[src/rtl/id_ex_stage_if.sv]
// Decode-to-execute bus: instruction and operands in, hazard/forwarding
// inputs, and the latched ALU operation and stage controls out.
interface id_ex_stage_if;
  logic        in_valid;
  logic [31:0] instr;
  logic [31:0] rs_data;
  logic [31:0] rt_data;
  logic        flush;
  logic        exmem_regwrite;
  logic [4:0]  exmem_rd;
  logic [31:0] exmem_y;
  logic        memwb_regwrite;
  logic [4:0]  memwb_rd;
  logic [31:0] memwb_wdata;
  logic        stall_out;
  logic        out_valid;
  logic [2:0]  alu_s;
  logic [31:0] alu_a;
  logic [31:0] alu_b;
  logic [4:0]  dest;
  logic        regwrite;
  logic        memread;
  logic        memwrite;
  logic [31:0] store_data;
  logic        is_beq;
  logic        illegal;

  modport master (
    output in_valid, instr, rs_data, rt_data, flush,
           exmem_regwrite, exmem_rd, exmem_y,
           memwb_regwrite, memwb_rd, memwb_wdata,
    input  stall_out, out_valid, alu_s, alu_a, alu_b, dest,
           regwrite, memread, memwrite, store_data, is_beq, illegal
  );

  modport slave (
    input  in_valid, instr, rs_data, rt_data, flush,
           exmem_regwrite, exmem_rd, exmem_y,
           memwb_regwrite, memwb_rd, memwb_wdata,
    output stall_out, out_valid, alu_s, alu_a, alu_b, dest,
           regwrite, memread, memwrite, store_data, is_beq, illegal
  );
endinterface

[src/rtl/id_ex_stage.sv]
// MIPS ID/EX pipeline stage: decode, load-use stall detection, ID/EX
// register and EX-side operand forwarding from EX/MEM and MEM/WB.
module id_ex_stage (
  input  logic         clk,
  input  logic         rst,
  id_ex_stage_if.slave bus
);

  localparam logic [2:0] ALU_ADD = 3'd0;
  localparam logic [2:0] ALU_SUB = 3'd1;
  localparam logic [2:0] ALU_AND = 3'd2;
  localparam logic [2:0] ALU_OR  = 3'd3;
  localparam logic [2:0] ALU_XOR = 3'd4;
  localparam logic [2:0] ALU_NOR = 3'd5;
  localparam logic [2:0] ALU_SLT = 3'd6;

  localparam logic [5:0] OP_RTYPE = 6'h00;
  localparam logic [5:0] OP_BEQ   = 6'h04;
  localparam logic [5:0] OP_ADDI  = 6'h08;
  localparam logic [5:0] OP_SLTI  = 6'h0A;
  localparam logic [5:0] OP_ANDI  = 6'h0C;
  localparam logic [5:0] OP_ORI   = 6'h0D;
  localparam logic [5:0] OP_XORI  = 6'h0E;
  localparam logic [5:0] OP_LW    = 6'h23;
  localparam logic [5:0] OP_SW    = 6'h2B;

  localparam logic [5:0] FN_ADD = 6'h20;
  localparam logic [5:0] FN_SUB = 6'h22;
  localparam logic [5:0] FN_AND = 6'h24;
  localparam logic [5:0] FN_OR  = 6'h25;
  localparam logic [5:0] FN_XOR = 6'h26;
  localparam logic [5:0] FN_NOR = 6'h27;
  localparam logic [5:0] FN_SLT = 6'h2A;

  // EX/MEM wins over MEM/WB; register 0 is never forwarded.
  function automatic logic [31:0] fwd_sel(
    input logic [4:0]  idx,
    input logic [31:0] latched,
    input logic        erw,
    input logic [4:0]  erd,
    input logic [31:0] ey,
    input logic        mrw,
    input logic [4:0]  mrd,
    input logic [31:0] mwd
  );
    logic [31:0] val;
    if (erw && (erd != 5'd0) && (erd == idx)) begin
      val = ey;
    end else if (mrw && (mrd != 5'd0) && (mrd == idx)) begin
      val = mwd;
    end else begin
      val = latched;
    end
    return val;
  endfunction

  logic [5:0]  op_s;
  logic [5:0]  funct_s;
  logic [4:0]  rs_idx_s;
  logic [4:0]  rt_idx_s;
  logic [4:0]  rd_idx_s;
  logic        dec_ok_s;
  logic [2:0]  dec_alu_s;
  logic [4:0]  dec_dest_s;
  logic        dec_rw_s;
  logic        dec_mr_s;
  logic        dec_mw_s;
  logic        dec_beq_s;
  logic        dec_use_imm_s;
  logic        dec_sext_s;
  logic        dec_reads_rt_s;
  logic [31:0] imm_s;
  logic        load_use_s;
  logic        stall_s;
  logic        take_s;
  logic        bad_s;
  logic [31:0] fwd_rs_s;
  logic [31:0] fwd_rt_s;

  logic        valid_r;
  logic        illegal_r;
  logic        regwrite_r;
  logic        memread_r;
  logic        memwrite_r;
  logic        is_beq_r;
  logic [2:0]  alu_r;
  logic [4:0]  dest_r;
  logic [4:0]  rs_idx_r;
  logic [4:0]  rt_idx_r;
  logic [31:0] rs_data_r;
  logic [31:0] rt_data_r;
  logic [31:0] imm_r;
  logic        use_imm_r;

  assign op_s     = bus.instr[31:26];
  assign rs_idx_s = bus.instr[25:21];
  assign rt_idx_s = bus.instr[20:16];
  assign rd_idx_s = bus.instr[15:11];
  assign funct_s  = bus.instr[5:0];

  // Instruction decode into ALU op, destination and stage controls.
  always_comb begin
    dec_ok_s       = 1'b0;
    dec_alu_s      = ALU_ADD;
    dec_dest_s     = 5'd0;
    dec_rw_s       = 1'b0;
    dec_mr_s       = 1'b0;
    dec_mw_s       = 1'b0;
    dec_beq_s      = 1'b0;
    dec_use_imm_s  = 1'b1;
    dec_sext_s     = 1'b1;
    dec_reads_rt_s = 1'b0;
    case (op_s)
      OP_RTYPE: begin
        dec_use_imm_s  = 1'b0;
        dec_reads_rt_s = 1'b1;
        dec_dest_s     = rd_idx_s;
        dec_rw_s       = 1'b1;
        dec_ok_s       = 1'b1;
        case (funct_s)
          FN_ADD:  dec_alu_s = ALU_ADD;
          FN_SUB:  dec_alu_s = ALU_SUB;
          FN_AND:  dec_alu_s = ALU_AND;
          FN_OR:   dec_alu_s = ALU_OR;
          FN_XOR:  dec_alu_s = ALU_XOR;
          FN_NOR:  dec_alu_s = ALU_NOR;
          FN_SLT:  dec_alu_s = ALU_SLT;
          default: begin
            dec_ok_s = 1'b0;
            dec_rw_s = 1'b0;
          end
        endcase
      end
      OP_ADDI: begin
        dec_ok_s = 1'b1; dec_alu_s = ALU_ADD; dec_dest_s = rt_idx_s; dec_rw_s = 1'b1;
      end
      OP_SLTI: begin
        dec_ok_s = 1'b1; dec_alu_s = ALU_SLT; dec_dest_s = rt_idx_s; dec_rw_s = 1'b1;
      end
      OP_ANDI: begin
        dec_ok_s = 1'b1; dec_alu_s = ALU_AND; dec_dest_s = rt_idx_s; dec_rw_s = 1'b1;
        dec_sext_s = 1'b0;
      end
      OP_ORI: begin
        dec_ok_s = 1'b1; dec_alu_s = ALU_OR; dec_dest_s = rt_idx_s; dec_rw_s = 1'b1;
        dec_sext_s = 1'b0;
      end
      OP_XORI: begin
        dec_ok_s = 1'b1; dec_alu_s = ALU_XOR; dec_dest_s = rt_idx_s; dec_rw_s = 1'b1;
        dec_sext_s = 1'b0;
      end
      OP_LW: begin
        dec_ok_s = 1'b1; dec_alu_s = ALU_ADD; dec_dest_s = rt_idx_s; dec_rw_s = 1'b1;
        dec_mr_s = 1'b1;
      end
      OP_SW: begin
        dec_ok_s = 1'b1; dec_alu_s = ALU_ADD; dec_mw_s = 1'b1; dec_reads_rt_s = 1'b1;
      end
      OP_BEQ: begin
        dec_ok_s = 1'b1; dec_alu_s = ALU_SUB; dec_beq_s = 1'b1; dec_use_imm_s = 1'b0;
        dec_reads_rt_s = 1'b1;
      end
      default: begin
        dec_ok_s = 1'b0;
      end
    endcase
  end

  // Immediate extension, hazard detection and latch-source selection.
  always_comb begin
    if (dec_sext_s) begin
      imm_s = {{16{bus.instr[15]}}, bus.instr[15:0]};
    end else begin
      imm_s = {16'h0000, bus.instr[15:0]};
    end
    load_use_s = valid_r && memread_r && (dest_r != 5'd0) && bus.in_valid &&
                 ((rs_idx_s == dest_r) || (dec_reads_rt_s && (rt_idx_s == dest_r)));
    stall_s = !rst && !bus.flush && load_use_s;
    take_s  = bus.in_valid && !bus.flush && !stall_s && dec_ok_s;
    bad_s   = bus.in_valid && !bus.flush && !stall_s && !dec_ok_s;
  end

  // ID/EX pipeline register; anything not taken becomes a bubble.
  always_ff @(posedge clk or posedge rst) begin
    if (rst) begin
      valid_r    <= 1'b0;
      illegal_r  <= 1'b0;
      regwrite_r <= 1'b0;
      memread_r  <= 1'b0;
      memwrite_r <= 1'b0;
      is_beq_r   <= 1'b0;
      alu_r      <= ALU_ADD;
      dest_r     <= 5'd0;
      rs_idx_r   <= 5'd0;
      rt_idx_r   <= 5'd0;
      rs_data_r  <= 32'h0000_0000;
      rt_data_r  <= 32'h0000_0000;
      imm_r      <= 32'h0000_0000;
      use_imm_r  <= 1'b0;
    end else begin
      rs_idx_r  <= rs_idx_s;
      rt_idx_r  <= rt_idx_s;
      rs_data_r <= bus.rs_data;
      rt_data_r <= bus.rt_data;
      imm_r     <= imm_s;
      use_imm_r <= dec_use_imm_s;
      if (take_s) begin
        valid_r    <= 1'b1;
        illegal_r  <= 1'b0;
        regwrite_r <= dec_rw_s && (dec_dest_s != 5'd0);
        memread_r  <= dec_mr_s;
        memwrite_r <= dec_mw_s;
        is_beq_r   <= dec_beq_s;
        alu_r      <= dec_alu_s;
        dest_r     <= dec_dest_s;
      end else begin
        valid_r    <= 1'b0;
        illegal_r  <= bad_s;
        regwrite_r <= 1'b0;
        memread_r  <= 1'b0;
        memwrite_r <= 1'b0;
        is_beq_r   <= 1'b0;
        alu_r      <= ALU_ADD;
        dest_r     <= 5'd0;
      end
    end
  end

  // EX-side operand forwarding on the latched register indices.
  always_comb begin
    fwd_rs_s = fwd_sel(rs_idx_r, rs_data_r, bus.exmem_regwrite, bus.exmem_rd, bus.exmem_y,
                       bus.memwb_regwrite, bus.memwb_rd, bus.memwb_wdata);
    fwd_rt_s = fwd_sel(rt_idx_r, rt_data_r, bus.exmem_regwrite, bus.exmem_rd, bus.exmem_y,
                       bus.memwb_regwrite, bus.memwb_rd, bus.memwb_wdata);
  end

  assign bus.stall_out  = stall_s;
  assign bus.out_valid  = valid_r;
  assign bus.alu_s      = alu_r;
  assign bus.alu_a      = fwd_rs_s;
  assign bus.alu_b      = use_imm_r ? imm_r : fwd_rt_s;
  assign bus.store_data = fwd_rt_s;
  assign bus.dest       = dest_r;
  assign bus.regwrite   = regwrite_r;
  assign bus.memread    = memread_r;
  assign bus.memwrite   = memwrite_r;
  assign bus.is_beq     = is_beq_r;
  assign bus.illegal    = illegal_r;

endmodule

[src/flat_wrapper.sv]
// flat-port wrapper written by rule: the top's interface ports become plain ports
module id_ex_stage_flat 
  (clk, rst, bus_in_valid, bus_instr, bus_rs_data, bus_rt_data, bus_flush, bus_exmem_regwrite, bus_exmem_rd, bus_exmem_y, bus_memwb_regwrite, bus_memwb_rd, bus_memwb_wdata, bus_stall_out, bus_out_valid, bus_alu_s, bus_alu_a, bus_alu_b, bus_dest, bus_regwrite, bus_memread, bus_memwrite, bus_store_data, bus_is_beq, bus_illegal);
  id_ex_stage_if bus_i ();
  input  logic clk;
  input  logic rst;
  input wire logic [$bits(bus_i.in_valid)-1:0] bus_in_valid;
  input wire logic [$bits(bus_i.instr)-1:0] bus_instr;
  input wire logic [$bits(bus_i.rs_data)-1:0] bus_rs_data;
  input wire logic [$bits(bus_i.rt_data)-1:0] bus_rt_data;
  input wire logic [$bits(bus_i.flush)-1:0] bus_flush;
  input wire logic [$bits(bus_i.exmem_regwrite)-1:0] bus_exmem_regwrite;
  input wire logic [$bits(bus_i.exmem_rd)-1:0] bus_exmem_rd;
  input wire logic [$bits(bus_i.exmem_y)-1:0] bus_exmem_y;
  input wire logic [$bits(bus_i.memwb_regwrite)-1:0] bus_memwb_regwrite;
  input wire logic [$bits(bus_i.memwb_rd)-1:0] bus_memwb_rd;
  input wire logic [$bits(bus_i.memwb_wdata)-1:0] bus_memwb_wdata;
  output wire logic [$bits(bus_i.stall_out)-1:0] bus_stall_out;
  output wire logic [$bits(bus_i.out_valid)-1:0] bus_out_valid;
  output wire logic [$bits(bus_i.alu_s)-1:0] bus_alu_s;
  output wire logic [$bits(bus_i.alu_a)-1:0] bus_alu_a;
  output wire logic [$bits(bus_i.alu_b)-1:0] bus_alu_b;
  output wire logic [$bits(bus_i.dest)-1:0] bus_dest;
  output wire logic [$bits(bus_i.regwrite)-1:0] bus_regwrite;
  output wire logic [$bits(bus_i.memread)-1:0] bus_memread;
  output wire logic [$bits(bus_i.memwrite)-1:0] bus_memwrite;
  output wire logic [$bits(bus_i.store_data)-1:0] bus_store_data;
  output wire logic [$bits(bus_i.is_beq)-1:0] bus_is_beq;
  output wire logic [$bits(bus_i.illegal)-1:0] bus_illegal;
  assign bus_i.in_valid = bus_in_valid;
  assign bus_i.instr = bus_instr;
  assign bus_i.rs_data = bus_rs_data;
  assign bus_i.rt_data = bus_rt_data;
  assign bus_i.flush = bus_flush;
  assign bus_i.exmem_regwrite = bus_exmem_regwrite;
  assign bus_i.exmem_rd = bus_exmem_rd;
  assign bus_i.exmem_y = bus_exmem_y;
  assign bus_i.memwb_regwrite = bus_memwb_regwrite;
  assign bus_i.memwb_rd = bus_memwb_rd;
  assign bus_i.memwb_wdata = bus_memwb_wdata;
  assign bus_stall_out = bus_i.stall_out;
  assign bus_out_valid = bus_i.out_valid;
  assign bus_alu_s = bus_i.alu_s;
  assign bus_alu_a = bus_i.alu_a;
  assign bus_alu_b = bus_i.alu_b;
  assign bus_dest = bus_i.dest;
  assign bus_regwrite = bus_i.regwrite;
  assign bus_memread = bus_i.memread;
  assign bus_memwrite = bus_i.memwrite;
  assign bus_store_data = bus_i.store_data;
  assign bus_is_beq = bus_i.is_beq;
  assign bus_illegal = bus_i.illegal;
  id_ex_stage u_core (.clk(clk), .rst(rst), .bus(bus_i));
endmodule
[config.mk]
export PLATFORM = sky130hd
export DESIGN_NAME = id_ex_stage_flat
export DESIGN_NICKNAME = d
export VERILOG_FILES = /design/src/rtl/id_ex_stage_if.sv /design/src/rtl/id_ex_stage.sv /design/src/flat_wrapper.sv
export SDC_FILE = /design/constraint.sdc
export NUM_CORES = 1
export LEC_CHECK = 0
export ABC_AREA = 1
export CAP_MARGIN = 20
export CORE_ASPECT_RATIO = 1.2
export CORE_MARGIN = 2
export CORE_UTILIZATION = 45
export DETAILED_ROUTE_END_ITERATION = 16
export PLACE_DENSITY_LB_ADDON = 0.08
export SLEW_MARGIN = 20
export SYNTH_ARGS = -nofsm -noshare
export SYNTH_HDL_FRONTEND = slang
export SYNTH_SLANG_ARGS = --single-unit
[constraint.sdc]
create_clock -name clk -period 8.18 [get_ports clk]
set_input_delay 0.818 -clock clk [delete_from_list [all_inputs] [get_ports clk]]
set_output_delay 0.818 -clock clk [all_outputs]
set_load 0.02 [all_outputs]
# == Word-level counts from Yosys, hierarchy flattened ==
# Cells that the tools add are included.
# W data, S select, Z words.
# word_totals
wordCells,94
input_bits,176
out_inout_bits,111
regBits,121
# op_classes
n_reduce_logical,34
eq_ne,21
muxes,25
# op_table
op,count
$mux W32,6
$eq A6 B6 Y1 const B,9
$pmux W3 S6,2
$eq A5 B5 Y1,6
$eq A6 B4 Y1 const B,5
$reduce_bool A5 Y1,4
$logic_and A1 B1 Y1,18
$mux W1,12
$pmux W5 S2,1
$reduce_or A8 Y1,1
$reduce_or A7 Y1,1
$eq A6 B3 Y1 const B,1
$logic_not A6 Y1,1
$reduce_or A3 Y1,2
$reduce_or A6 Y1,1
$mux W5,1
$logic_not A1 Y1,4
$pmux W1 S2,2
$mux W3,1
$reduce_or A2 Y1,1
$logic_or A1 B1 Y1,1

# == Depth between registers and ports, before layout ==
# Gate-level depths: netlist (run 1).
# depth
depth_word,11
depth_mapped,11
ltp_nobuf,10

# == Least setup slack after synthesis (run 1) ==
# OpenSTA, ideal clock, no wires.
# synth_timing
kind,in2out
from,in rst
to,out bus_stall_out
arrival_ps,3709
path_buffers,0
slack_ps,3653
required_time_ps,7362
cell_stages,5
cell_sequence,inv_1 > nand4_1 > a31oi_1 > nand2_1 > inv_1
# synth_between
elab_chain_cells,3
# synth_rtl
item,line_no,rtl
"start, declared",flat_wrapper.sv:6,input logic rst;
$logic_not A1 Y1,id_ex_stage.sv:178,stall_s = !rst && !bus.flush && load_use_s;
$logic_and A1 B1 Y1 (2 in a row),id_ex_stage.sv:178,
"end, declared",flat_wrapper.sv:18,output wire logic [$bits(bus_i.stall_out)-1:0] bus_stall_out;
# No other way between the ends.

# == Final worst setup path (run 1) ==
# layout_timing
from,in bus_exmem_rd[4]
to,out bus_alu_b[14]
# layout_between
elab_chain_cells,5
elab_cells_between_ends,6
classes_between,1 x eq/ne; 2 x mux; 3 x reduce/logical
# layout_rtl
item,line_no,rtl
"start, declared",flat_wrapper.sv:13,input wire logic [$bits(bus_i.exmem_rd)-1:0] bus_exmem_rd;
$reduce_bool A5 Y1,id_ex_stage.sv:47,if (erw && (erd != 5'd0) && (erd == idx)) begin
$logic_and A1 B1 Y1,id_ex_stage.sv:47,
$logic_and A1 B1 Y1 *,id_ex_stage.sv:47,
$mux W32 *,id_ex_stage.sv:47,
$mux W32 *,id_ex_stage.sv:241,assign bus.alu_b = use_imm_r ? imm_r : fwd_rt_s;
"end, declared",flat_wrapper.sv:22,output wire logic [$bits(bus_i.alu_b)-1:0] bus_alu_b;
# Every way passes the cells marked *; elsewhere a longest branch is shown, timed or not.

==> results.md, run 1 <==
* Status: finished, final reports clean
* Fraction of layout cells with a size suffix above 1 at 0.0338
* Critical-path top delay cell: a21oi_4
* Hold WC Path Type: primary input to asynchronous set/reset pin
* CTS Hold Bufs at 0
* Clk pwr share at 0.324
* Port Buffers at ~290
* Maximum fanout along the worst path at 33
* Post-Place Setup Slack at 2990 ps
* Final core utilization at 0.701
* Setup total negative slack at 0 ps
* Max-cap violations at 0
* Pin count of the biggest net entering global routing at 70
* Residual DRC at 0
* Crit path DAT at 4410 ps
* Switching share of power at 0.290
* CTS H-tree lvls at 3
* Leak at 4.36 nW
* Die Wd at ~110 um
* Clock slew at reported path FFs at around 70 ps
* Measured slew at the worst slew-check pin at slightly above 1000 ps
* Syn nets at around 970
* Worst Path Buf+Inv at 2
* Dpl hpwl at 15.8 mm
* Synth-to-Final Area Change at 54.0%
* Sequential element share of the synthesized area at 0.446
* Synth warn at 0
* Post-Syn Area per Cell at between 7 and 8 um^2
* # resized after CTS at 0
* Comb power frac at 0.259
* Die ar. at between 10000 and 15000 um^2
* Mapped Cells at roughly 800
* Synth Cell Area at approximately 5900 um^2
* Total number of vias at 6208
* Hold WS at about 850 ps
* Setup ws final at 2960 ps
* Initial antenna violation count at 1
* Crit-path cells: clkdlybuf4s50_1 > or2_2 > a21oi_4 > nand2_2 > nand3_1 > nand3_1 > nand2_1 > clkdlybuf4s50_1
* CTS Buf Count at 9
* Crit path kind: primary input to output pin
* CTS max path bufs at 2
* Unrepaired setup endpoints after global routing: no
* Top Ports at approximately 290
* Internal power at 0.947 mW
* Max Freq at 0.191 GHz
* Vias in the first global route at just over 6000
* Max Slew Vio Count at 0
* Final hold vios at 0
* Die extent in y at approximately 130 um
* Leading cell type in the layout, fill and taps excluded: clkdlybuf4s50_1
* First-pass GRT wire length at roughly 33 mm
* Global route total overflow at 0
* Row count at 46
* GRT Resource Usage Total at 0.305
* CTS sink cnt at 106
* Pwr Total at roughly 1.3 mW
* Root Driver: clkbuf_16
* # setup viols final at 0
* Total Wirelength at about 21 mm
* Drt wl/cell at around 17 um
* Initial core utilization at 0.455
* Vias per std cell at 5.03
* Clk_lat worst skew at 340 ps
* Clock Skews at between 3 and 4 ps
* Drt first pass iters at 7
* Seq pwr share at 0.416
* R2r setup slk at 6400 ps
* Max-slew headroom at 0.314
* Cell area power density at around 150 nW/um^2
* Most frequent cells in the layout: clkdlybuf4s50_1, nand2_1, nand3_1
* Worst Setup Start Kind: primary input
* N_diodes at 0
* Final cycle utilization of the critical path at 0.639
* Fin nets at between 1000 and 1500
* CP top delay family: simple AND/OR/NAND/NOR gates
* Drt first-iter violations at slightly above 400
* TritonCTS clock tree: built
* Flops & latches, synth at around 110
* Switch Pwr at approximately 0.39 mW
* Required time worst endpoint at between 7000 and 8000 ps
* Post-synthesis cell type count at 30
* Number of nets with antenna violations after routing at 0
* Crit path time final at 5220 ps
* Endpoint class of the critical path: output pin
* Peak VDD IR at 0.100 mV
* Setup Fix Bufs, Post-CTS at 0
* Core Region at ~13000 um^2
* Largest stage delay, worst path at roughly 790 ps
* GPL Wtd Cong at 0.883
==> synthesized netlist by cell type (all sizes together) <==
master,n,share of area
buf,27,0.028
nand3b,33,0.042
nor2,45,0.030
nand2,245,0.16
xor2,15,0.022
nor4,1,0.0011
inv,103,0.065
o21ai,4,0.0034
or2,2,0.0021
nand4,39,0.041
o21a,2,0.0025
xnor2,10,0.015
o31ai,2,0.0025
dfrtp,106,0.45
clkbuf,13,0.0082
nor3,3,0.0044
and2,32,0.034
a31oi,1,0.0011
nand3,110,0.093
a21oi,4,0.0040
==> power by group through the flow <==
stage	clock network [mW]	logic [mW]	registers [mW]
floorplan	0	0.150	0.564
global placement	0	0.342	0.565
detailed placement	0	0.345	0.566
CTS	0.438	0.347	0.555
global route	0.460	0.372	0.558
finish	0.433	0.346	0.555
==> through the flow <==
step                      instance area, um^2  instances
after floorplan                          5950        797
after global placement                   8870       1218
after detailed placement                 8870       1218
after CTS                                9160       1234
after global routing                     9160       1234
final                                    9160       1234
==> cells by family (layout without fill, tap and decap cells) <==
| kind of cell | count (synthesis) | count (layout) | synth area share |
|---|---|---|---|
| simple gates | 510 | 510 | 0.402 |
| flops | 106 | 106 | 0.446 |
| buf+inv | 143 | 412 | 0.102 |
| xor+xnor | 25 | 25 | 0.0368 |
| compound gates | 13 | 13 | 0.0135 |
==> final cells by class <==
cell class,instances,area (um^2)
Fill cell,1143,3900
Clock buffer,11,253
Timing Repair Buffer,293,2920
Inverter,103,389
Clock inverter,5,43.8
Tap cell,168,210
Multi-Input combinational cell,548,2700
Sequential cell,106,2650
==> path summary, 6_finish.rpt <==
kind,from,to,cells after the start
worst max-delay path,bus_exmem_rd[4],bus_alu_b[14],8
worst min-delay path,rst,u_core.bus.alu_s[1]$_DFF_PP0_,2
worst max register to register,u_core.bus.dest[1]$_DFF_PP0_,u_core.bus.alu_s[1]$_DFF_PP0_,7
worst min register to register,u_core.bus.out_valid$_DFF_PP0_,u_core.bus.illegal$_DFF_PP0_,5
max in group asynchronous,rst,u_core.rs_data_r[14]$_DFF_PP0_,3
min in group clk,u_core.bus.out_valid$_DFF_PP0_,u_core.bus.illegal$_DFF_PP0_,5
==> registers in the layout, summed over array words and instances (netlist names) <==
name                  flops
u_core.rs_idx_r           5
u_core.bus.dest           5
u_core.bus.out_valid      1
u_core.bus.memwrite       1
u_core.bus.regwrite       1
u_core.bus.is_beq         1
u_core.use_imm_r          1
u_core.rs_data_r         32
u_core.bus.alu_s          3
u_core.rt_idx_r           5
u_core.bus.illegal        1
u_core.bus.memread        1
u_core.rt_data_r         32
u_core.imm_r             17
==> metal layers <==
layer  vias up  wire (um)  track usage  part of all wire
met5         -         13            0           0.00061
met4         2        840        0.136             0.039
met3        54       2030       0.0844             0.095
met2       294      10600        0.521              0.49
met1      2814       7970        0.357              0.37
li1       3044          -            -                 -
(Power assumes the default switching activity.)
==> inputs of run 2 (changes only) <==
--- a/config.mk
+++ b/config.mk
@@ -9,7 +9,7 @@
 export CAP_MARGIN = 20
 export CORE_ASPECT_RATIO = 1.2
 export CORE_MARGIN = 2
-export CORE_UTILIZATION = 45
+export CORE_UTILIZATION = 41
 export DETAILED_ROUTE_END_ITERATION = 16
 export PLACE_DENSITY_LB_ADDON = 0.08
 export SLEW_MARGIN = 20
==> constraint.sdc (replaced) <==
create_clock -name clk -period 5.4 [get_ports clk]
set_input_delay 0.54 -clock clk [delete_from_list [all_inputs] [get_ports clk]]
set_output_delay 0.54 -clock clk [all_outputs]
set_load 0.02 [all_outputs]
==> run 2 against run 1 <==
  * Via count down 0.50%
  * Combinational power up 51%
  * Hold slack worse by 230 ps
  * Sequential cell count unchanged
  * Die area up 9.4%
  * Critical endpoint is now bus_alu_b[15]
  * Largest cell class unchanged
  * Largest power group unchanged
==> results.md, run 2 (same netlist as run 1, synthesis figures left out) <==
* Setup Fix Bufs, Post-CTS at 0
* Final cycle utilization of the critical path at 0.759
* Biggest regs: u_core.rs_data_r x32, u_core.rt_data_r x32, u_core.imm_r x17
* Unrepaired setup endpoints after global routing: no
* Hold path endpoint: u_core.rs_data_r[9]$_DFF_PP0_
* Peak VDD IR at roughly 0.2 mV
* Max Freq at about 0.24 GHz
* Fillers at roughly 1300
* TritonCTS clock tree: built
* Worst R2R Start: u_core.bus.dest[1]$_DFF_PP0_
* Die ar. at about 15000 um^2
* Worst hold path cell count at 1
* CTS sink cnt at ~110
* Drt wl/cell at around 17 um
* Internal power at about 1.6 mW
* Maximum fanout along the worst path at 33
* Hold WC Path Type: primary input to flip-flop
* Row count at 48
* Dpl hpwl at ~16 mm
* Final core utilization at 0.646
* CTS Buf Count at 9
* Final hold vios at 0
* Setup ws final at 1300 ps
* Finished Layout Cells at 1242
* R2r setup slk at approximately 3600 ps
* Hold_sp: bus_rs_data[9]
* Total Wirelength at 21.1 mm
* Comb power frac at 0.245
* Max-slew headroom at 0.304
* Switch Pwr at ~0.56 mW
* Worst reg2reg path endpoint: u_core.bus.alu_s[2]$_DFF_PP0_
* Seq pwr share at 0.396
* CTS H-tree lvls at 3
* Number of nets with antenna violations after routing at 0
* Post-Place Setup Slack at approximately 1300 ps
* # setup viols final at 0
* Drt first pass iters at 5
* CTS max path bufs at 2
* Clock Skews at about 3.8 ps
* Root Driver: clkbuf_16
* Measured slew at the worst slew-check pin at 1040 ps
* Switching share of power at 0.266
* Final Cell Area at between 9000 and 10000 um^2
* Port Buffers at ~290
* GRT Resource Usage Total at 0.273
* N_diodes at 0
* Clk pwr share at 0.358
* Max-cap violations at 0
* GPL Wtd Cong at roughly 0.9
* Top Ports at 287
* Leak at roughly 4.4 nW
* Crit path DAT at ~3600 ps
* Synth-to-Final Area Change at 55.2%
* Max Slew Vio Count at 0
* Cell area power density at about 230 nW/um^2
* Residual DRC at 0
* Pin count of the biggest net entering global routing at 59
* Crit path time final at 4100 ps
* Total number of vias at a little over 6000
* Vias in the first global route at approximately 6100
* Drt first-iter violations at roughly 340
* # resized after CTS at 0
* Clk_lat worst skew at roughly 350 ps
* Vias per std cell at 4.97
* Required time worst endpoint at roughly 5000 ps
* Crit path kind: primary input to output pin
* Core Region at ~14000 um^2
* Fin nets at approximately 1200
* Die Wd at about 110 um
* Clock slew at reported path FFs at 70 ps
* Dpl cells at around 1200
* Worst Reg-to-Reg Cells at 7
* Most frequent cells in the layout: clkdlybuf4s50_1, nand2_1, nand3_1
* Placement Cell Area at between 8000 and 9000 um^2
* Status: finished, final reports clean
* Global route total overflow at 0
* CTS Hold Bufs at 0
* Die extent in y at about 140 um
* Fraction of layout cells with a size suffix above 1 at 0.0337
* Leading cell type in the layout, fill and taps excluded: clkdlybuf4s50_1
* First-pass GRT wire length at approximately 32 mm
* Initial core utilization at 0.416
* Endpoint class of the critical path: output pin
* Initial antenna violation count at 0
* Worst Setup Start Kind: primary input
* Setup total negative slack at 0 ps
-- run 2: cell count changes in the layout (fill, tap and decap cells not counted) --
cell        delta
clkbuf_8       -1
bufinv_16      +3
inv_1          +1
clkinvlp_4     -2
clkbuf_1       +1
clkinv_1       -1
inv_8          -1
buf_4          +1
-- run 2: metal layers --
metal | wire length [um] | GRT usage | share of wire | vias up
li1 | - | - | - | 3050
met1 | 8370 | 0.322 | 0.40 | 2825
met2 | 10500 | 0.479 | 0.50 | 263
met3 | 1620 | 0.0687 | 0.077 | 39
met4 | 606 | 0.103 | 0.029 | 0
met5 | 0 | 0 | 0 | -
-- run 2: cell type report --
type,instances,area [um^2],area share
sequential,106,2650,0.287
inverter,103,389,0.0421
multi-input combinational,548,2700,0.292
timing repair buffer,294,2920,0.317
clock buffer,11,243,0.0263
clock inverter,5,108,0.0117
tap,175,219,0.0237
-- run 2: power groups by stage --
stage          combinational, mW  sequential, mW  clock, mW
6_report                   0.522           0.842      0.761
5_1_grt                    0.562           0.845      0.811
3_5_place_dp               0.522           0.858          0
2_1_floorplan              0.228           0.855          0
3_3_place_gp               0.521           0.857          0
4_1_cts                    0.525           0.842      0.777
-- run 2: worst max-delay path, stage by stage --
cell	delay, ps
clkdlybuf4s50_1	550
inv_1	60
nand3_1	80
nand2_1	100
nor3_4	160
buf_4	370
nand2_2	470
nand3_1	250
nand3_1	190
nand2_1	140
clkdlybuf4s50_1	630
-- run 2: worst max-delay path by stage --
stage / from / cells after the start / end
floorplan: rst / 5 / bus_stall_out
global placement: bus_memwb_rd[4] / 12 / bus_alu_a[14]
detailed placement: bus_exmem_rd[3] / 11 / bus_alu_b[15]
CTS: bus_exmem_rd[3] / 11 / bus_alu_b[15]
global route: bus_exmem_rd[4] / 11 / bus_alu_b[15]
finish: bus_exmem_rd[4] / 11 / bus_alu_b[15]
-- run 2: per-stage QoR --
step	hold WS, ps	total power [mW]
2_1_floorplan	571	1.08
3_3_place_gp	839	1.38
3_5_place_dp	852	1.38
4_1_cts	614	2.14
5_1_grt	606	2.22
6_report	621	2.12
==> inputs of run 3 (changes only) <==
--- a/config.mk
+++ b/config.mk
@@ -9,7 +9,7 @@
 export CAP_MARGIN = 20
 export CORE_ASPECT_RATIO = 1.2
 export CORE_MARGIN = 2
-export CORE_UTILIZATION = 41
+export CORE_UTILIZATION = 37
 export DETAILED_ROUTE_END_ITERATION = 16
 export PLACE_DENSITY_LB_ADDON = 0.08
 export SLEW_MARGIN = 20
==> constraint.sdc (replaced) <==
create_clock -name clk -period 3.6 [get_ports clk]
set_input_delay 0.36 -clock clk [delete_from_list [all_inputs] [get_ports clk]]
set_output_delay 0.36 -clock clk [all_outputs]
set_load 0.02 [all_outputs]
==> run 3 against run 2 <==
  * Sequential power is 50% higher
  * Wire length rose by 4.3%
  * Sequential share of layout area down 0.17 points
  * Worst setup slack got worse by 930 ps
  * Critical path depth did not move
  * Non-clock buffer count increased by 8
  * Register-to-register slack lost 1800 ps
  * Total power increased by 42%
  * Global-route usage is 1.4 points lower
==> results.md, run 3 (same netlist as run 1, synthesis figures left out) <==
* Status: finished, final reports clean
* Number of nets with antenna violations after routing at 0
* Hold path endpoint: u_core.rt_data_r[11]$_DFF_PP0_
* Global route total overflow at 0
* Dpl hpwl at approximately 17 mm
* Vias per std cell at a little under 5
* First-pass GRT wire length at about 34 mm
* Total number of vias at 6358
* Max-slew headroom at 0.450
* Setup total negative slack at 0 ps
* Initial core utilization at 0.380
* CTS max path bufs at 2
* Final hold vios at 0
* Final cycle utilization of the critical path at 0.897
* Hold_sp: bus_rt_data[11]
* Drt wl/cell at roughly 17 um
* Worst Path Buf+Inv at 4
* GRT Resource Usage Total at 0.259
* Unrepaired setup endpoints after global routing: no
* Worst Setup Start Kind: primary input
* Initial antenna violation count at 1
* Crit path launch: bus_memwb_rd[1]
* Crit path kind: primary input to output pin
* Hold WS at around 440 ps
* Fraction of layout cells with a size suffix above 1 at 0.0409
* Setup ws final at 372 ps
* Vias in the first global route at around 6000
* Leading cell type in the layout, fill and taps excluded: clkdlybuf4s50_1
* Total Wirelength at 22.0 mm
* Finished Layout Cells at approximately 1300
* Endpoint class of the critical path: output pin
* Clk_lat worst skew at between 300 and 400 ps
* # resized after CTS at 0
* Die Wd at 120 um
* CTS Hold Bufs at 0
* Worst Reg-to-Reg Cells at 7
* Pin count of the biggest net entering global routing at 56
* CTS Buf Count at 9
* CTS H-tree lvls at 3
* Worst hold path cell count at 1
* Post-Place Setup Slack at between 300 and 400 ps
* Leak at approximately 4.4 nW
* # setup viols final at 0
* Die ar. at 17100 um^2
* Peak VDD IR at ~0.24 mV
* Measured slew at the worst slew-check pin at between 800 and 900 ps
* CTS sink cnt at about 110
* Crit path DAT at around 2900 ps
* Max-cap violations at 0
* Maximum fanout along the worst path at 21
* Fin nets at 1246
* Hold WC Path Type: primary input to flip-flop
* Worst R2R Start: u_core.bus.dest[1]$_DFF_PP0_
* Critical-path top delay cell: clkdlybuf4s50_1
* TritonCTS clock tree: built
* Residual DRC at 0
* Worst reg2reg path endpoint: u_core.bus.dest[3]$_DFF_PP0_
* Dpl cells at roughly 1300
* Max Freq at 0.310 GHz
* Row count at 50
* Drt first pass iters at 5
* Port Buffers at approximately 290
* Crit path time final at 3230 ps
* Max Slew Vio Count at 0
* Die extent in y at 143 um
* Clock Skews at between 1 and 1.5 ps
* Required time worst endpoint at 3240 ps
* Final core utilization at 0.594
* Root Driver: clkbuf_16
* Crit-path cells: clkdlybuf4s50_1 > inv_1 > nand2_1 > nand4_1 > nor2_2 > nand3_2 > buf_4 > nand2_1 > nand3_1 > and2_1 > clkdlybuf4s50_1
* CP top delay family: buffers and inverters
* Clock slew at reported path FFs at 80 ps
* Largest stage delay, worst path at 540 ps
* GPL Wtd Cong at around 0.86
* Drt first-iter violations at 394
* Most frequent cells in the layout: clkdlybuf4s50_1, nand2_1, nand3_1
* Core Region at approximately 16000 um^2
* R2r setup slk at 1800 ps
* Cell area power density at between 300 and 400 nW/um^2
* Synth-to-Final Area Change at 56.1%
* Biggest regs: u_core.rs_data_r x32, u_core.rt_data_r x32, u_core.imm_r x17
* Top Ports at ~290
* Setup Fix Bufs, Post-CTS at 0
run 3: layer usage:
| metal | vias to the layer above | track usage | routed length, um |
|---|---|---|---|
| met5 | - | 0 | 0 |
| met4 | 0 | 0.0867 | 571 |
| met3 | 36 | 0.0639 | 1780 |
| met2 | 295 | 0.457 | 11200 |
| met1 | 2959 | 0.308 | 8430 |
| li1 | 3068 | - | - |
run 3: report_power, final:
part	switching (mW)	total [mW]	internal [mW]
Clock	0.483	0.966	0.482
Sequential	0.0190	1.26	1.24
Combinational	0.395	0.791	0.396
run 3: metrics by stage:
step	area [um^2]	total power, mW
2_1_floorplan	5950	1.62
3_3_place_gp	9000	2.08
3_5_place_dp	9000	2.08
4_1_cts	9290	3.05
5_1_grt	9290	3.17
6_report	9290	3.02
run 3: worst max path at each step:
| stage | endpoint | slack [ps] | cells after the start |
|---|---|---|---|
| floorplan | bus_stall_out | 780 | 5 |
| global placement | bus_alu_b[30] | 380 | 12 |
| detailed placement | bus_store_data[28] | 350 | 11 |
| CTS | bus_store_data[28] | 350 | 11 |
| global route | bus_alu_b[22] | 130 | 12 |
| finish | bus_store_data[28] | 370 | 11 |
run 3: layout make-up:
class                   count  area [um^2]
repair buffers            302         3000
clock buffers               9          225
fillers                  1483         6350
well taps                 208          260
flip-flops and latches    106         2650
diodes                      1         2.50
clock inverters             7         61.3
multi-input cells         548         2700
inverters                 103          390
==> variant: new RTL, settings of run 3 <==
Reset style: synchronous (`rst`), changed in one clocked block.
--- a/src/rtl/id_ex_stage.sv
+++ b/src/rtl/id_ex_stage.sv
@@ -181,7 +181,7 @@
   end
 
   // ID/EX pipeline register; anything not taken becomes a bubble.
-  always_ff @(posedge clk or posedge rst) begin
+  always_ff @(posedge clk) begin
     if (rst) begin
       valid_r    <= 1'b0;
       illegal_r  <= 1'b0;
Formal check against the unedited RTL: differs if rst is asserted again (counterexample within 4 cycles, from zero or initial values and one cycle with rst high); with rst held inactive, the same outputs for 10 cycles.
==> variant against run 3 <==
- cell area up 3.8%
- clock power grew 11%
- setup slack better by 68 ps
- cell count is 15% higher
- first-iteration DRC count shrank 21%
- power is 5.6% higher
- critical endpoint is now bus_alu_b[15]
- synthesized area rose by 5.6%
- wire length rose by 1.9%
- hold slack worse by 180 ps
- sequential cell count did not move
==> variant: results <==
group,metric,value,unit
outcome,status,"complete, no violations",
clock_network,cts-root-buf,"clkbuf_16",
logic_synthesis,ys_top_cells_by_count,"nand2_1, inv_1, nor2_1",
timing,fin_hold_ws,255,ps
cells_and_area,top_regs,"u_core.rs_data_r: 32 flops, u_core.rt_data_r: 32 flops, u_core.imm_r: 17 flops",
logic_synthesis,synth-compound-area-share,0.0102,
detailed_routing,vias_per_cell,4.65,
power_and_ir_drop,vdd_ir_drop_max,213,uV
cells_and_area,drive_gt1_frac,0.0601,
critical_path,rrSetupSlack,2100,ps
placement,place_congestion,0.923,
placement,dp_slack,424,ps
critical_path,cpLargestDelayFamily,"simple AND/OR/NAND/NOR gates",
placement,place_area,9320,sq um
timing,fin_skew,1.69,ps
global_routing,grt_usage,0.248,
cells_and_area,nFillCells,1669,
critical_path,cp.arrival,2800,ps
timing,min_period,3160,ps
logic_synthesis,syn_inst,991,
detailed_routing,routed_wl,22.4,mm
detailed_routing,initialDrtViolationCount,310,
placement,placed_cells,1464,
critical_path,worst-path-max-fanout,32,
global_routing,grt_pass1_vias,6538,
logic_synthesis,synth_fp_nets,1167,
global_routing,use_met2,0.428,
detailed_routing,route.top_layer_used,"met5",
logic_synthesis,synth_async_sr_flop_share,0,
worst_hold_path,min-delay-start,"rst",
placement,dp_hpwl,16.9,mm
placement,io_buffers,286,
global_routing,met3_usage,0.0477,
cells_and_area,fin_nets,1435,
global_routing,grt_max_degree,91,
logic_synthesis,synthXorXnorAreaFrac,0.0376,
logic_synthesis,ys_types,29,
critical_path,crit_start,"bus_exmem_rd[3]",
detailed_routing,route.met3.wl,1.68,mm
critical_path,cpPeakStageDelay,630,ps
clock_network,cts_resized,0,
worst_hold_path,hold_depth,4,
global_routing,antenna_found_initial,4,
logic_synthesis,synth_top_cells_by_area,"dfxtp_1, nand2_1, inv_1",
critical_path,crit_end,"bus_alu_b[15]",
power_and_ir_drop,p_int,2.28,mW
worst_hold_path,min_path_type,"in2reg",
logic_synthesis,synth_ff_type,"dfxtp_1",
timing,worst_slew_pin_slew,1020,ps
detailed_routing,wl_per_cell,15.1,microns
global_routing,use_met1,0.298,
worst_hold_path,worstHoldEndpoint,"u_core.use_imm_r$_SDFF_PP0_",
detailed_routing,wl_met2,10.8,mm
logic_synthesis,yosysSeqAreaShare,0.338,
detailed_routing,met1_length,9.19,mm
global_routing,grt_pass1_wl,34.7,mm
clock_network,clk_latency,350,ps
critical_path,reg2reg_to,"u_core.bus.memwrite$_SDFF_PP0_",
power_and_ir_drop,leakage,4.84,nW
critical_path,r2r_start,"u_core.bus.dest[4]$_SDFF_PP0_",
-- variant: cell count changes in the layout (fill, tap and decap cells not counted), moves of 16 or more --
cell / change
dfrtp_1: -106
dfxtp_1: +106
nor2_1: +92
inv_1: +75
nand3_2: +19
nand3_1: -16
-- variant: layout make-up --
cell class | count | area [sq um] | share of cell area
Sequential cell | 106 | 2120 | 0.220
Clock inverter | 5 | 85.1 | 0.00882
Tap cell | 216 | 270 | 0.0280
Timing Repair Buffer | 307 | 3020 | 0.313
Inverter | 177 | 664 | 0.0689
Antenna cell | 3 | 7.51 | 0.000779
Multi-Input combinational cell | 658 | 3250 | 0.337
Clock buffer | 11 | 233 | 0.0241
-- variant: power by group through the flow --
stage,registers [mW],clock network (mW),logic [mW]
2_1_floorplan,1.27,0,0.403
3_3_place_gp,1.28,0,0.863
3_5_place_dp,1.28,0,0.866
4_1_cts,1.25,1.10,0.870
5_1_grt,1.25,1.14,0.940
6_report,1.25,1.07,0.865
